### src/rtl/psum_accumulator.sv
// Accumulates convolution partial sums over input channels in a line buffer.
// The final channel pass adds bias, applies ReLU, rounds, shifts and saturates.
module psum_accumulator #(
  parameter int DATA_INTER_WIDTH = 24,
  parameter int DATA_ACC_WIDTH   = 32,
  parameter int DATA_ACT_WIDTH   = 12,
  parameter int LINE_MAX         = 64,
  parameter int CH_MAX           = 256
) (
  input  logic                               clk,
  input  logic                               rst,
  input  logic                               start,
  input  logic [$clog2(LINE_MAX):0]          cfg_line_len,
  input  logic [$clog2(CH_MAX):0]            cfg_ch_num,
  input  logic [4:0]                         cfg_shift,
  input  logic                               cfg_relu,
  input  logic signed [DATA_ACC_WIDTH-1:0]   bias,
  input  logic signed [DATA_INTER_WIDTH-1:0] inter_data,
  input  logic                               inter_valid,
  output logic signed [DATA_ACT_WIDTH-1:0]   act_data,
  output logic                               act_valid,
  output logic                               busy,
  output logic                               done,
  output logic                               err
);

  localparam int LW  = $clog2(LINE_MAX) + 1;
  localparam int CW  = $clog2(CH_MAX) + 1;
  localparam int AW  = $clog2(LINE_MAX);
  localparam int ACC = DATA_ACC_WIDTH;
  localparam int ACT = DATA_ACT_WIDTH;

  localparam logic signed [ACC:0] ACT_MAX = {{(ACC-ACT+2){1'b0}}, {(ACT-1){1'b1}}};
  localparam logic signed [ACC:0] ACT_MIN = {{(ACC-ACT+2){1'b1}}, {(ACT-1){1'b0}}};

  typedef enum logic {S_IDLE, S_ACC} state_e;

  state_e                 state_q, state_d;
  logic [LW-1:0]          line_len_q, line_len_d;
  logic [CW-1:0]          ch_num_q, ch_num_d;
  logic [4:0]             shift_q, shift_d;
  logic                   relu_q, relu_d;
  logic signed [ACC-1:0]  bias_q, bias_d;
  logic [LW-1:0]          x_cnt_q, x_cnt_d;
  logic [CW-1:0]          ch_cnt_q, ch_cnt_d;
  logic signed [ACT-1:0]  act_data_q, act_data_d;
  logic                   act_valid_q, act_valid_d;
  logic                   busy_q, busy_d;
  logic                   done_q, done_d;
  logic                   err_q, err_d;
  logic                   fwd_vld_q, fwd_vld_d;
  logic [AW-1:0]          fwd_addr_q, fwd_addr_d;
  logic signed [ACC-1:0]  fwd_data_q, fwd_data_d;

  logic signed [ACC-1:0]  line_buf [LINE_MAX];

  logic                   accept_start, beat, x_last, ch_first, ch_last;
  logic [AW-1:0]          x_idx;
  logic signed [ACC-1:0]  in_ext, rd_word, base, sum, relu_sum;
  logic signed [ACC:0]    ext, rnd, rounded, shifted;
  logic signed [ACT-1:0]  sat;

  always_comb begin
    accept_start = start && (state_q == S_IDLE) && !busy_q;
    beat         = inter_valid && (state_q == S_ACC);
    x_idx        = x_cnt_q[AW-1:0];
    x_last       = (x_cnt_q == line_len_q - LW'(1));
    ch_first     = (ch_cnt_q == '0);
    ch_last      = (ch_cnt_q == ch_num_q - CW'(1));
    in_ext       = {{(ACC-DATA_INTER_WIDTH){inter_data[DATA_INTER_WIDTH-1]}}, inter_data};
    // Single-pixel rows revisit the same word every beat; bypass the last write.
    rd_word      = (fwd_vld_q && fwd_addr_q == x_idx) ? fwd_data_q : line_buf[x_idx];
    base         = ch_first ? bias_q : rd_word;
    sum          = base + in_ext;

    relu_sum = (relu_q && sum[ACC-1]) ? '0 : sum;
    ext      = {relu_sum[ACC-1], relu_sum};
    rnd      = ({{ACC{1'b0}}, 1'b1} << shift_q) >> 1;
    rounded  = ext + rnd;
    shifted  = rounded >>> shift_q;
    if (shifted > ACT_MAX)      sat = ACT_MAX[ACT-1:0];
    else if (shifted < ACT_MIN) sat = ACT_MIN[ACT-1:0];
    else                        sat = shifted[ACT-1:0];
  end

  // NOTE: every next-state signal takes its hold value first, so no path through
  // this block leaves a variable unassigned and no latch can be inferred.
  always_comb begin
    state_d     = state_q;
    line_len_d  = line_len_q;
    ch_num_d    = ch_num_q;
    shift_d     = shift_q;
    relu_d      = relu_q;
    bias_d      = bias_q;
    x_cnt_d     = x_cnt_q;
    ch_cnt_d    = ch_cnt_q;
    act_data_d  = act_data_q;
    act_valid_d = 1'b0;
    busy_d      = busy_q;
    done_d      = 1'b0;
    err_d       = err_q;
    fwd_vld_d   = fwd_vld_q;
    fwd_addr_d  = fwd_addr_q;
    fwd_data_d  = fwd_data_q;

    if (done_q) busy_d = 1'b0;

    unique case (state_q)
      S_IDLE: begin
        if (inter_valid) begin
          err_d = 1'b1;
        end else if (accept_start) begin
          err_d = 1'b0;
        end
        if (accept_start) begin
          state_d    = S_ACC;
          line_len_d = cfg_line_len;
          ch_num_d   = cfg_ch_num;
          shift_d    = cfg_shift;
          relu_d     = cfg_relu;
          bias_d     = bias;
          x_cnt_d    = '0;
          ch_cnt_d   = '0;
          busy_d     = 1'b1;
          fwd_vld_d  = 1'b0;
        end
      end
      S_ACC: begin
        if (beat) begin
          fwd_vld_d  = 1'b1;
          fwd_addr_d = x_idx;
          fwd_data_d = sum;
          if (ch_last) begin
            act_valid_d = 1'b1;
            act_data_d  = sat;
          end
          if (x_last) begin
            x_cnt_d  = '0;
            ch_cnt_d = ch_cnt_q + CW'(1);
            if (ch_last) begin
              done_d  = 1'b1;
              state_d = S_IDLE;
            end
          end else begin
            x_cnt_d = x_cnt_q + LW'(1);
          end
        end
      end
      default: state_d = S_IDLE;
    endcase
  end

  always_ff @(posedge clk or posedge rst) begin
    if (rst) begin
      state_q     <= S_IDLE;
      line_len_q  <= '0;
      ch_num_q    <= '0;
      shift_q     <= '0;
      relu_q      <= 1'b0;
      bias_q      <= '0;
      x_cnt_q     <= '0;
      ch_cnt_q    <= '0;
      act_data_q  <= '0;
      act_valid_q <= 1'b0;
      busy_q      <= 1'b0;
      done_q      <= 1'b0;
      err_q       <= 1'b0;
      fwd_vld_q   <= 1'b0;
      fwd_addr_q  <= '0;
      fwd_data_q  <= '0;
    end else begin
      state_q     <= state_d;
      line_len_q  <= line_len_d;
      ch_num_q    <= ch_num_d;
      shift_q     <= shift_d;
      relu_q      <= relu_d;
      bias_q      <= bias_d;
      x_cnt_q     <= x_cnt_d;
      ch_cnt_q    <= ch_cnt_d;
      act_data_q  <= act_data_d;
      act_valid_q <= act_valid_d;
      busy_q      <= busy_d;
      done_q      <= done_d;
      err_q       <= err_d;
      fwd_vld_q   <= fwd_vld_d;
      fwd_addr_q  <= fwd_addr_d;
      fwd_data_q  <= fwd_data_d;
    end
  end

  // NOTE: the line buffer has no reset so it maps onto RAM; channel 0 of every
  // job overwrites each word before it is read.
  always_ff @(posedge clk) begin
    if (beat) line_buf[x_idx] <= sum;
  end

  assign act_data  = act_data_q;
  assign act_valid = act_valid_q;
  assign busy      = busy_q;
  assign done      = done_q;
  assign err       = err_q;

endmodule

### config.mk
export PLATFORM = sky130hd
export DESIGN_NAME = psum_accumulator
export DESIGN_NICKNAME = d
export VERILOG_FILES = /design/src/rtl/psum_accumulator.sv
export SDC_FILE = /design/constraint.sdc
export NUM_CORES = 2
export LEC_CHECK = 0
export ABC_AREA = 1
export BUFFER_PORTS_ARGS = -buffer_cell sky130_fd_sc_hd__buf_4
export CAP_MARGIN = 20
export CORE_MARGIN = 1.5
export CORE_UTILIZATION = 55
export CTS_BUF_LIST = sky130_fd_sc_hd__clkbuf_2 sky130_fd_sc_hd__clkbuf_4 sky130_fd_sc_hd__clkbuf_8
export DETAILED_ROUTE_END_ITERATION = 10
export PLACE_DENSITY = 0.71
export SLEW_MARGIN = 10
export SYNTH_ARGS = -nofsm -noshare
export SYNTH_HDL_FRONTEND = slang
export SYNTH_SLANG_ARGS = --single-unit
### constraint.sdc
create_clock -name clk -period 13.9 [get_ports clk]
set_input_delay 0.695 -clock clk [delete_from_list [all_inputs] [get_ports clk]]
set_output_delay 0.695 -clock clk [all_outputs]
set_load 0.005 [all_outputs]
==> summary.md <==
* **worst r2r dst** act_data[3]$_DFFE_PP0P_
* **clock transition time at the flip-flop clock pins of the worst setup and hold paths** 0.06 ns
* **CP startpoint** x_cnt_q[1]$_DFFE_PP0P_
* **wire length reported by the detailed router** 260000 µm
* **cell repeated most along the worst path** sky130_fd_sc_hd__nand2_1
* **hold-critical path endpoint** shift_q[0]$_DFFE_PP0P_
* **VDD IR max** 0.106 mV
* **First-pass DRT Iterations** 6
* **cells after synthesis** 6218
* **part of the Yosys area used for sequential elements** 74.9%
* **wire length of the first global-routing pass** 376000 µm
* **post-synthesis async set-or-reset flop share** 5.80%
* **post-layout min period** 12.16 ns
* **syn nets** 6369
* **proportion of netlist area held by the largest area contributor** 71.2%
* **Sw Ratio** 21.4%
* **nets** 6741
* **Worst-Skew Late Latency** 1.05 ns
* **total clock buffers created by CTS** 347
* **cell-internal power** 10.1 mW
* **Critical Path Start Type** flop
* **pin count of the biggest net entering global routing** 118
* **most used cells in the layout excluding fill and tap cells** sky130_fd_sc_hd__edfxtp_1 (2048), sky130_fd_sc_hd__nand2_1 (1344), sky130_fd_sc_hd__clkbuf_8 (356)
* **number of setup violations in the final report** 0
* **Die Y** 399 µm
* **clock network power share** 40.2%
* **antenna viol nets, final** 0
* **vias in the first global route** 55700
* **placeable core area** 156000 µm²
* **TNS Setup** 0 ns
* **power density over the cells** 131 nW/µm²
* **max-cap check violation count** 0
* **top cell type by total area after synthesis** sky130_fd_sc_hd__edfxtp_1
* **final cell count without fillers** 8899
* **clock tree skew after final layout** 0.0925 ns
* **maximum number of buffers from clock root to sink** 4
* **maximum operating frequency** 82.3 MHz
* **share of the cycle needed by the critical path after routing** 87.4%
* **status** complete, no violations
* **initial antenna violation count** 11
* **# placed instances** 8243
* **startpoint of the worst-slack reg-to-reg timing path** x_cnt_q[1]$_DFFE_PP0P_
* **Row Count** 145
* **Synth Flop Type** sky130_fd_sc_hd__edfxtp_1
* **fraction of layout cells with a size suffix above 1** 13.9%
* **global-route congestion overflow total** 0
* **unrepaired setup endpoints after global routing** no
* **HP Class** in2reg
* **fill cell total of the finished layout** 11400
* **max-slew violation count** 0
* **number of synthesized flops with an enable pin** 2048
* **critical hold path startpoint** cfg_shift[0]
* **final core utilization** 62.9%
* **top cells by area in the synthesized netlist** sky130_fd_sc_hd__edfxtp_1 (71%), sky130_fd_sc_hd__nand2_1 (5.8%), sky130_fd_sc_hd__dfrtp_1 (3.7%), sky130_fd_sc_hd__a221oi_1 (2.7%), sky130_fd_sc_hd__a22oi_1 (2.5%)
* **Gate power share** 3.3%
* **library cell contributing the largest single delay on the critical path** sky130_fd_sc_hd__nand2_1
* **combined global-route utilization of all metal layers** 32.7%
* **routed length per placed instance** 29.2 µm
* **Worst path max stage delay** 0.71 ns
* **number of DRC markers in iteration 0** 7827
* **vias post-DR** 57300
* **library cell used as clock root buffer** sky130_fd_sc_hd__clkbuf_8
* **Max Fanout on Critical Path** 77
* **CTS sink cnt** 2174
* **count of state elements after synthesis** 2174
* **most common cell after layout, fill and taps aside** sky130_fd_sc_hd__edfxtp_1
* **post-synthesis instance area** 86400 µm²
* **Post-Synthesis Mean Instance Area** 13.9 µm²
* **final number of hold-violating endpoints** 0
* **die width** 399 µm
* **initial cell density of the core** 55.4%
* **Rel. slew slack** 10.3%
* **Reg power frac** 56.4%
* **YS warnings** 0
* **final weighted congestion of routability-driven global placement** 0.937
* **post-DP HPWL** 146000 µm
* **switching pwr** 2.76 mW
* **critical path type** reg2reg
* **Distinct cells, synth** 57
* **drt drc** 0
* **number of cells on the worst hold path** 3
* **cell count of the worst reg-to-reg path** 56
* **number of port buffers** 97
* **Total Die Area** 159000 µm²
* **data required time at the worst endpoint** 14.82 ns
* **detail-routed via count per cell** 6.44
* **actual transition at the worst max-transition pin** 1.35 ns
* **kind of end point of the critical path** flop
* **number of H-tree levels** 5
* **critical path arrival** 13.08 ns
* **Area growth syn-to-layout** 13.6%
* **post-route worst hold slack** 0.0616 ns
* **reg-to-reg slack, setup** 1.74 ns
* **IO Pins** 98
* **static power due to leakage** 34.0 nW
* **clock tree from TritonCTS** built
==> routing by layer <==
layer | GRT usage, % | routed length (µm)
met4 | 14.9 | 12300
met1 | 45.1 | 99800
met3 | 7.20 | 29100
met5 | 0 | 55
met2 | 50.0 | 118000
==> sequential cells by signal, indices dropped and copies added (netlist names) <==
register    cells
fwd_vld_q       1
x_cnt_q         7
state_q         1
act_valid       1
busy            1
relu_q          1
fwd_data_q     32
line_len_q      7
line_buf     2048
shift_q         5
bias_q         32
ch_num_q        9
act_data       12
err             1
done            1
ch_cnt_q        9
fwd_addr_q      6
==> worst max path at each step <==
| stage | slack, ns | end |
|---|---|---|
| after global routing | 1.07 | act_data[10]$_DFFE_PP0P_ |
| after CTS | 2.02 | act_data[10]$_DFFE_PP0P_ |
| after detailed placement | 2.08 | act_data[10]$_DFFE_PP0P_ |
| final | 1.74 | act_data[3]$_DFFE_PP0P_ |
| after global placement | 1.88 | act_data[5]$_DFFE_PP0P_ |
| after floorplan | 4.17 | act_data[0]$_DFFE_PP0P_ |
==> area by class of cell <==
cell class	count	area [µm²]	share of cell area [%]
Sequential cell	2174	64700	65.9
Multi-Input combinational cell	3446	20400	20.8
Clock buffer	455	5640	5.75
Timing Repair Buffer	352	2970	3.03
Tap cell	2058	2570	2.62
Inverter	269	1020	1.04
Clock inverter	137	805	0.820
Antenna cell	8	20.0	0.0204
==> what timing repair did <==
item | in CTS | in global routing
setup buffers | 0 | 0
gates resized for setup | 0 | 0
hold buffers | 56 | 0
hold endpoints to repair | 116 | 0
==> worst max-delay path, delay by kind of cell, from the launching register on <==
family / cells / cell delay, ns
XOR/XNOR: 1 / 0.16
buffers and inverters: 7 / 1.38
adder cells (fa/ha/maj): 2 / 0.83
AO/OA/AOI/OAI: 9 / 2.91
AND/OR/NAND/NOR: 37 / 6.27
flip-flops: 1 / 0.45
==> synthesized netlist by cell type, types with 3 or more instances <==
cell	number
sky130_fd_sc_hd__clkbuf_1	233
sky130_fd_sc_hd__o21bai_1	3
sky130_fd_sc_hd__clkinv_1	6
sky130_fd_sc_hd__o221ai_1	5
sky130_fd_sc_hd__ha_1	67
sky130_fd_sc_hd__inv_2	6
sky130_fd_sc_hd__a31oi_1	8
sky130_fd_sc_hd__o22ai_1	5
sky130_fd_sc_hd__nand4_1	258
sky130_fd_sc_hd__nor4_1	14
sky130_fd_sc_hd__o21ai_1	13
sky130_fd_sc_hd__a41oi_1	3
sky130_fd_sc_hd__a211oi_1	5
sky130_fd_sc_hd__nand3_2	3
sky130_fd_sc_hd__inv_1	256
sky130_fd_sc_hd__a21boi_0	18
sky130_fd_sc_hd__xor2_1	50
sky130_fd_sc_hd__nand2_1	1345
sky130_fd_sc_hd__a221oi_1	264
sky130_fd_sc_hd__dfrtp_1	126
sky130_fd_sc_hd__o32ai_1	3
sky130_fd_sc_hd__buf_2	16
sky130_fd_sc_hd__o211ai_1	31
sky130_fd_sc_hd__nor2_1	226
sky130_fd_sc_hd__o21ai_0	170
sky130_fd_sc_hd__nand3_1	220
sky130_fd_sc_hd__a22oi_1	282
sky130_fd_sc_hd__a21o_1	8
sky130_fd_sc_hd__or2_2	10
sky130_fd_sc_hd__a21oi_1	127
sky130_fd_sc_hd__a221o_1	4
sky130_fd_sc_hd__xnor2_1	25
sky130_fd_sc_hd__a22o_1	233
sky130_fd_sc_hd__buf_6	6
sky130_fd_sc_hd__nor3_1	21
sky130_fd_sc_hd__buf_4	7
sky130_fd_sc_hd__mux2i_1	3
sky130_fd_sc_hd__edfxtp_1	2048
sky130_fd_sc_hd__buf_1	67
==> stage by stage <==
step	cell area, µm²	worst slack (ns)	total power, mW
after CTS	98100	2.02	12.9
after global placement	91100	1.88	7.81
after global routing	98100	1.07	13.2
final	98100	1.74	12.9
after floorplan	86400	4.17	7.61
after detailed placement	91100	2.08	7.82
==> power groups by stage <==
stage	logic, mW	registers [mW]	clock network [mW]
6_report	0.428	7.28	5.19
5_1_grt	0.456	7.27	5.51
4_1_cts	0.423	7.28	5.24
3_5_place_dp	0.408	7.42	0
3_3_place_gp	0.396	7.41	0
2_1_floorplan	0.182	7.43	0
==> cells by family (layout without fill, tap and decap cells) <==
group / after synthesis / after routing / synth area share, %
xor gates and xnor gates: 75 / 75 / 0.761
AOI/OAI and AO/OA: 1191 / 1191 / 10.2
buffers and inverters: 598 / 1213 / 2.71
other: 0 / 8 / 0
and+or+nand+nor: 2108 / 2108 / 10.4
adders and majority gates: 69 / 69 / 1.02
muxes: 3 / 3 / 0.0348
DFF: 2174 / 2174 / 74.9
Power figures use the tool's default switching activity.
